## config.mk

```make
export PLATFORM = sky130hd
export DESIGN_NAME = instruction_fetch_flat
export DESIGN_NICKNAME = d
export VERILOG_FILES = /design/src/rtl/instruction_fetch_pkg.sv /design/src/rtl/instruction_fetch_if.sv /design/src/rtl/instruction_fetch_ins_mem.sv /design/src/rtl/instruction_fetch.sv /design/src/flat_wrapper.sv
export SDC_FILE = /design/constraint.sdc
export NUM_CORES = 1
export LEC_CHECK = 0
export BUFFER_PORTS_ARGS = -buffer_cell sky130_fd_sc_hd__buf_2
export CELL_PAD_IN_SITES_DETAIL_PLACEMENT = 1
export CELL_PAD_IN_SITES_GLOBAL_PLACEMENT = 2
export CORE_MARGIN = 2
export CORE_UTILIZATION = 47
export DETAILED_ROUTE_END_ITERATION = 8
export PLACE_DENSITY = 0.82
export REMOVE_ABC_BUFFERS = 1
export SLEW_MARGIN = 0
export SYNTH_ARGS = -nofsm -noshare
export SYNTH_HDL_FRONTEND = slang
export SYNTH_HIERARCHICAL = 1
export SYNTH_SLANG_ARGS = --single-unit
```

## constraint.sdc

```tcl
create_clock -name i_clk -period 2.5 [get_ports i_clk]
set_clock_uncertainty 0.1 [all_clocks]
set_input_delay 0.625 -clock i_clk [delete_from_list [all_inputs] [get_ports i_clk]]
set_output_delay 0.625 -clock i_clk [all_outputs]
set_load 0.02 [all_outputs]
```

## src/rtl/instruction_fetch_pkg.sv

```systemverilog
// Shared widths, FSM encoding and PC arithmetic for the instruction fetch stage.
package instruction_fetch_pkg;

    localparam int unsigned BIT_INST   = 16;
    localparam int unsigned SZB_INS    = 4;
    localparam int unsigned IMEM_DEPTH = 2 ** SZB_INS;

    typedef logic [BIT_INST-1:0] inst_t;
    typedef logic [SZB_INS-1:0]  addr_t;

    typedef enum logic [1:0] {
        S_FETCH  = 2'd0,
        S_DECODE = 2'd1,
        S_UPDATE = 2'd2
    } state_t;

    typedef struct packed {
        logic  we;
        addr_t addr;
        inst_t data;
    } imem_wr_t;

    // Offset is already SZB_INS wide, so sign extension is the identity and the add wraps naturally.
    function automatic addr_t pc_step(input addr_t pc, input logic en_offset,
                                      input logic en_cnt, input addr_t offset);
        addr_t nxt;
        nxt = pc;
        if (en_offset) begin
            nxt = pc + offset;
        end else if (en_cnt) begin
            nxt = pc + addr_t'(1);
        end
        return nxt;
    endfunction

endpackage

```

## src/rtl/instruction_fetch_if.sv

```systemverilog
// Controller <-> fetch stage bus: PC decision and IMEM write in, instruction word out.
interface instruction_fetch_if;
    import instruction_fetch_pkg::*;

    logic  interrupt;
    inst_t io_cmd;
    inst_t io_data;
    logic  ins_we;
    addr_t addr_ins;
    logic  en_cnt;
    logic  en_offset;
    addr_t pc_offset;
    inst_t instructions;
    addr_t pc;
    logic  fetch_valid;

    modport master (
        output interrupt, io_cmd, io_data, ins_we, addr_ins, en_cnt, en_offset, pc_offset,
        input  instructions, pc, fetch_valid
    );

    modport slave (
        input  interrupt, io_cmd, io_data, ins_we, addr_ins, en_cnt, en_offset, pc_offset,
        output instructions, pc, fetch_valid
    );

endinterface

```

## src/rtl/instruction_fetch_ins_mem.sv

```systemverilog
// Instruction memory: one synchronous write port, one combinational read port, contents survive reset.
module instruction_fetch_ins_mem
    import instruction_fetch_pkg::*;
(
    input  logic     i_clk,
    input  logic     i_rst_n,
    input  imem_wr_t i_wr,
    input  addr_t    i_raddr,
    output inst_t    o_rdata_c
);

    inst_t r_mem [IMEM_DEPTH];

    // Reset leaves the array alone but blocks any write attempted while it is asserted.
    always_ff @(posedge i_clk or negedge i_rst_n) begin
        if (!i_rst_n) begin
        end else if (i_wr.we) begin
            r_mem[i_wr.addr] <= i_wr.data;
        end
    end

    assign o_rdata_c = r_mem[i_raddr];

endmodule

```

## src/rtl/instruction_fetch.sv

```systemverilog
// Fetch stage: PC and 3-cycle FETCH/DECODE/UPDATE slot around the instruction memory.
module instruction_fetch
    import instruction_fetch_pkg::*;
(
    input  logic             i_clk,
    input  logic             i_rst_n,
    instruction_fetch_if.slave bus
);

    state_t   r_state;
    state_t   w_state_nxt;
    inst_t    r_instructions;
    inst_t    w_instructions_nxt;
    addr_t    r_pc;
    addr_t    w_pc_nxt;
    logic     r_fetch_valid;
    logic     w_fetch_valid_nxt;
    inst_t    w_imem_rdata;
    imem_wr_t w_imem_wr;

    always_comb begin
        w_imem_wr.we   = bus.ins_we;
        w_imem_wr.addr = bus.addr_ins;
        w_imem_wr.data = bus.io_data;
    end

    instruction_fetch_ins_mem u_ins_mem (
        .i_clk     (i_clk),
        .i_rst_n   (i_rst_n),
        .i_wr      (w_imem_wr),
        .i_raddr   (r_pc),
        .o_rdata_c (w_imem_rdata)
    );

    always_ff @(posedge i_clk or negedge i_rst_n) begin
        if (!i_rst_n) begin
            r_state <= S_FETCH;
        end else begin
            r_state <= w_state_nxt;
        end
    end

    // Fixed rotation; the unused encoding falls back to FETCH.
    always_comb begin
        w_state_nxt = S_FETCH;
        case (r_state)
            S_FETCH:  w_state_nxt = S_DECODE;
            S_DECODE: w_state_nxt = S_UPDATE;
            S_UPDATE: w_state_nxt = S_FETCH;
            default:  w_state_nxt = S_FETCH;
        endcase
    end

    // Read happens before any same-edge IMEM write, so FETCH sees the old word.
    always_comb begin
        w_instructions_nxt = r_instructions;
        w_pc_nxt           = r_pc;
        w_fetch_valid_nxt  = 1'b0;
        case (r_state)
            S_FETCH: begin
                w_instructions_nxt = bus.interrupt ? bus.io_cmd : w_imem_rdata;
                w_fetch_valid_nxt  = 1'b1;
            end
            S_UPDATE: begin
                w_pc_nxt = pc_step(r_pc, bus.en_offset, bus.en_cnt, bus.pc_offset);
            end
            default: begin
            end
        endcase
    end

    always_ff @(posedge i_clk or negedge i_rst_n) begin
        if (!i_rst_n) begin
            r_instructions <= '0;
            r_pc           <= '0;
            r_fetch_valid  <= 1'b0;
        end else begin
            r_instructions <= w_instructions_nxt;
            r_pc           <= w_pc_nxt;
            r_fetch_valid  <= w_fetch_valid_nxt;
        end
    end

    assign bus.instructions = r_instructions;
    assign bus.pc           = r_pc;
    assign bus.fetch_valid  = r_fetch_valid;

endmodule

```

## src/flat_wrapper.sv

```systemverilog
// flat-port wrapper written by rule: the top's interface ports become plain ports
module instruction_fetch_flat import instruction_fetch_pkg::*;
  (i_clk, i_rst_n, bus_interrupt, bus_io_cmd, bus_io_data, bus_ins_we, bus_addr_ins, bus_en_cnt, bus_en_offset, bus_pc_offset, bus_instructions, bus_pc, bus_fetch_valid);
  instruction_fetch_if bus_i ();
  input  logic i_clk;
  input  logic i_rst_n;
  input wire logic [$bits(bus_i.interrupt)-1:0] bus_interrupt;
  input wire logic [$bits(bus_i.io_cmd)-1:0] bus_io_cmd;
  input wire logic [$bits(bus_i.io_data)-1:0] bus_io_data;
  input wire logic [$bits(bus_i.ins_we)-1:0] bus_ins_we;
  input wire logic [$bits(bus_i.addr_ins)-1:0] bus_addr_ins;
  input wire logic [$bits(bus_i.en_cnt)-1:0] bus_en_cnt;
  input wire logic [$bits(bus_i.en_offset)-1:0] bus_en_offset;
  input wire logic [$bits(bus_i.pc_offset)-1:0] bus_pc_offset;
  output wire logic [$bits(bus_i.instructions)-1:0] bus_instructions;
  output wire logic [$bits(bus_i.pc)-1:0] bus_pc;
  output wire logic [$bits(bus_i.fetch_valid)-1:0] bus_fetch_valid;
  assign bus_i.interrupt = bus_interrupt;
  assign bus_i.io_cmd = bus_io_cmd;
  assign bus_i.io_data = bus_io_data;
  assign bus_i.ins_we = bus_ins_we;
  assign bus_i.addr_ins = bus_addr_ins;
  assign bus_i.en_cnt = bus_en_cnt;
  assign bus_i.en_offset = bus_en_offset;
  assign bus_i.pc_offset = bus_pc_offset;
  assign bus_instructions = bus_i.instructions;
  assign bus_pc = bus_i.pc;
  assign bus_fetch_valid = bus_i.fetch_valid;
  instruction_fetch u_core (.i_clk(i_clk), .i_rst_n(i_rst_n), .bus(bus_i));
endmodule
```

==> flow_summary.toml <==
[run_status]
outcome = "completed"

[routing]
routed_via_density = 5.94
detail_route.iter0.violations = 423
dr.pass1.iters = 4
drtAntennaViolNets = 0
post_drt_wl_per_cell_um = 26.8
detail_route.drc_violations = 0
drt-total-wl_mm = 24.9
routed-via-count = 5525

[yosys]
synth_enable_flop_cells = 256
netlist_area_um2 = 10900
synthesis.area_per_instance_um2 = 21.1
netlist-cell-type-count = 37
synth_top_flop_cell = "sky130_fd_sc_hd__edfxtp_1"
synth-seq-cells = 278
synth_async_sr_flop_share = 0.0791
synth-seq-area-share = 0.758
synth.yosys.warnings = 6
syn_inst_count = 516

[placed_design]
post_dp_cell_area_um2 = 11700
routabilityCongestion = 0.740
port-buffer-count = 66
detailedPlacementHpwl_mm = 14.7

[die]
std_cell_rows = 55
floorplan.die.height_um = 156
io_pins = 67
initial_utilization = 0.479
fp.dieW_um = 156
dieArea_um2 = 24400
core_um2 = 22700

[clock_network]
clk_latency_ps = 530
maximum_level_of_the_cts_h_tree = 1
postCtsResizedCells = 0
clock_tree.buffer_depth = 3
cts_tree = "done"
cts.clk_slew.worst_paths_ps = 60
tritoncts.num_buffers = 28
clock-root-buffer = "sky130_fd_sc_hd__clkbuf_16"
cts.sinks = 278

[power_and_ir_drop]
total_power_mw = 13.0
p_leak_nw = 4.39
cell_area_power_density_nw_per_um2 = 1030
power.ir.vdd_worst_mv = 0.999

[timing]
fmax_ghz = 0.423
worstMarginPinSlew_ps = 722
layout_worst_path_cycle_share = 0.946
setup_viol = 0
slew-limit-headroom = 0.519
finalHoldViolations = 0
grt_setup_unrepaired = "false"
slew_viol_final = 0
final_critical_delay_including_setup_and_external_delays_ps = 2360

[global_route]
number_of_global_route_vias_before_repair = 5856
grt_max_degree = 33
grt_util_all_layers = 0.211
antenna_found_initial = 1
overflow = 0
grt_first_pass_wirelength_mm = 37.1

[final_layout]
final_layout_size_suffix_gt1_frac = 0.327
fillers = 2016
layout.nets = 673
flow.area_growth_from_synthesis_pct = 16.3
antenna-diode-count = 0
fin_area_um2 = 12600

[run]
number_of_maximum_capacitance_constraint_violations = 0

[worst_setup_path]
cp.buffers_inverters = 2
timing.critical_path.max_delay_family = "flip-flops"
crit_arrival_ps = 1640
max_fanout_on_critical_path = 21
worst_setup_path_end_kind = "primary output"
worst_reg2reg_path_startpoint = "u_core/bus.pc[0]"
max_stage_delay_ps = 680
worstSetupStartpoint = "u_core/bus.pc[0]"
worst-setup-path-type = "flip-flop to primary output"
cp.required_ps = 1770
worst_path_max_delay_cell = "sky130_fd_sc_hd__dfrtp_4"
critical_path_cell_sequence = "buf_12 -> buf_2"
worst_setup_path_start_kind = "flip-flop"

[worst_hold_path]
min_from = "bus_io_cmd[3]"
timing.hold.worst.class = "input port to flip-flop"
-- routing by layer --
layer,routed length [um],GRT usage
met1,10800,0.299
met2,12000,0.341
met3,1370,0.0375
met4,664,0.0625
met5,13,0
-- timing repair --
action,in CTS,in global routing
endpoints found under the hold margin,3,0
setup buffers,0,0
hold buffers,1,0
-- synthesized netlist by cell type, types with 5 or more instances --
cell type	number	area, um^2
sky130_fd_sc_hd__mux2i_1	16	160
sky130_fd_sc_hd__a22oi_1	32	240
sky130_fd_sc_hd__mux4_2	54	1220
sky130_fd_sc_hd__buf_6	8	90.1
sky130_fd_sc_hd__o21ai_1	10	50.1
sky130_fd_sc_hd__buf_4	5	37.5
sky130_fd_sc_hd__dfrtp_1	22	551
sky130_fd_sc_hd__mux4_1	10	263
sky130_fd_sc_hd__nand2_1	35	131
sky130_fd_sc_hd__edfxtp_1	256	7690
sky130_fd_sc_hd__nor2_1	14	52.6
sky130_fd_sc_hd__buf_2	5	25.0
-- area by class of cell --
type                    count  area, um^2  share of cell area
well taps                 285         357              0.0282
repair buffers            104         693              0.0548
flip-flops and latches    278        8240               0.652
clock inverters             9        96.3             0.00762
multi-input cells         209        2430               0.192
clock buffers              43         818              0.0647
inverters                   2        7.51            0.000594
-- report_power, final --
part | switching [mW] | internal (mW) | leakage, nW
Sequential | 0.242 | 5.30 | 2.57
Clock | 1.67 | 2.45 | 0.447
Combinational | 1.75 | 1.61 | 1.38
Total | 3.65 | 9.36 | 4.39
-- logic make-up (layout without fill, tap and decap cells) --
family	Yosys count	count (layout)	share of synthesized area
compound gates	53	53	0.0342
xor+xnor	2	2	0.00161
fa+ha+maj	4	4	0.00529
buf+inv	29	158	0.0207
flops	278	278	0.758
mux	82	82	0.153
simple gates	68	68	0.0277
-- path summary, 6_finish.rpt --
| path | depth (start not counted) | to | slack [ps] |
|---|---|---|---|
| min reg2reg | 1 | u_core/r_state[1] | 370 |
| max reg2reg | 6 | u_core/bus.instructions[7] | 240 |
| min | 3 | u_core/bus.instructions[3] | 270 |
| min in group asynchronous | 2 | u_core/bus.instructions[15] | 400 |
| max in group asynchronous | 3 | u_core/bus.pc[0] | 1280 |
| max | 2 | bus_pc[0] | 140 |
-- cell usage in the layout (no fill, tap or decap), types with 2 or more instances in the layout --
cell,Yosys,layout
sky130_fd_sc_hd__a22oi_1,32,32
sky130_fd_sc_hd__and2_1,3,3
sky130_fd_sc_hd__buf_12,0,6
sky130_fd_sc_hd__buf_2,5,66
sky130_fd_sc_hd__buf_4,5,31
sky130_fd_sc_hd__bufinv_16,0,2
sky130_fd_sc_hd__clkbuf_1,3,10
sky130_fd_sc_hd__clkbuf_16,0,29
sky130_fd_sc_hd__clkbuf_8,0,4
sky130_fd_sc_hd__clkinv_2,0,5
sky130_fd_sc_hd__dfrtp_1,22,20
sky130_fd_sc_hd__edfxtp_1,256,256
sky130_fd_sc_hd__ha_1,3,3
sky130_fd_sc_hd__inv_1,2,2
sky130_fd_sc_hd__mux2_2,2,2
sky130_fd_sc_hd__mux2i_1,16,16
sky130_fd_sc_hd__mux4_1,10,10
sky130_fd_sc_hd__mux4_2,54,54
sky130_fd_sc_hd__nand2_1,35,35
sky130_fd_sc_hd__nand2b_1,3,3
sky130_fd_sc_hd__nand4_1,2,2
sky130_fd_sc_hd__nand4b_1,2,2
sky130_fd_sc_hd__nor2_1,14,14
sky130_fd_sc_hd__nor2b_1,2,2
sky130_fd_sc_hd__nor3_2,0,4
sky130_fd_sc_hd__o21ai_0,4,4
sky130_fd_sc_hd__o21ai_1,10,10
sky130_fd_sc_hd__o21ai_2,3,3
-- registers in the layout, indices dropped and copies added, names as in the netlist --
register and flops:
u_core/bus.instructions 16, u_core/r_state 2, u_core/u_ins_mem/r_mem 256, u_core/bus.pc 4
-- tightest hold or removal path: stages --
cell and delay [ps]:
sky130_fd_sc_hd__buf_2 80, sky130_fd_sc_hd__mux2i_1 70, sky130_fd_sc_hd__o21ai_2 100
-- per-stage QoR --
step,util,cells,hold WS [ps],setup WS (ps),setup TNS [ps]
4_1_cts,0.557,930,249,79.9,0
3_5_place_dp,0.516,877,361,247,0
5_1_grt,0.557,930,261,37.4,0
2_1_floorplan,-,489,229,-1490,-32490
3_3_place_gp,0.516,877,353,266,0
6_report,0.557,930,269,135,0
Power figures use the tool's default switching activity.
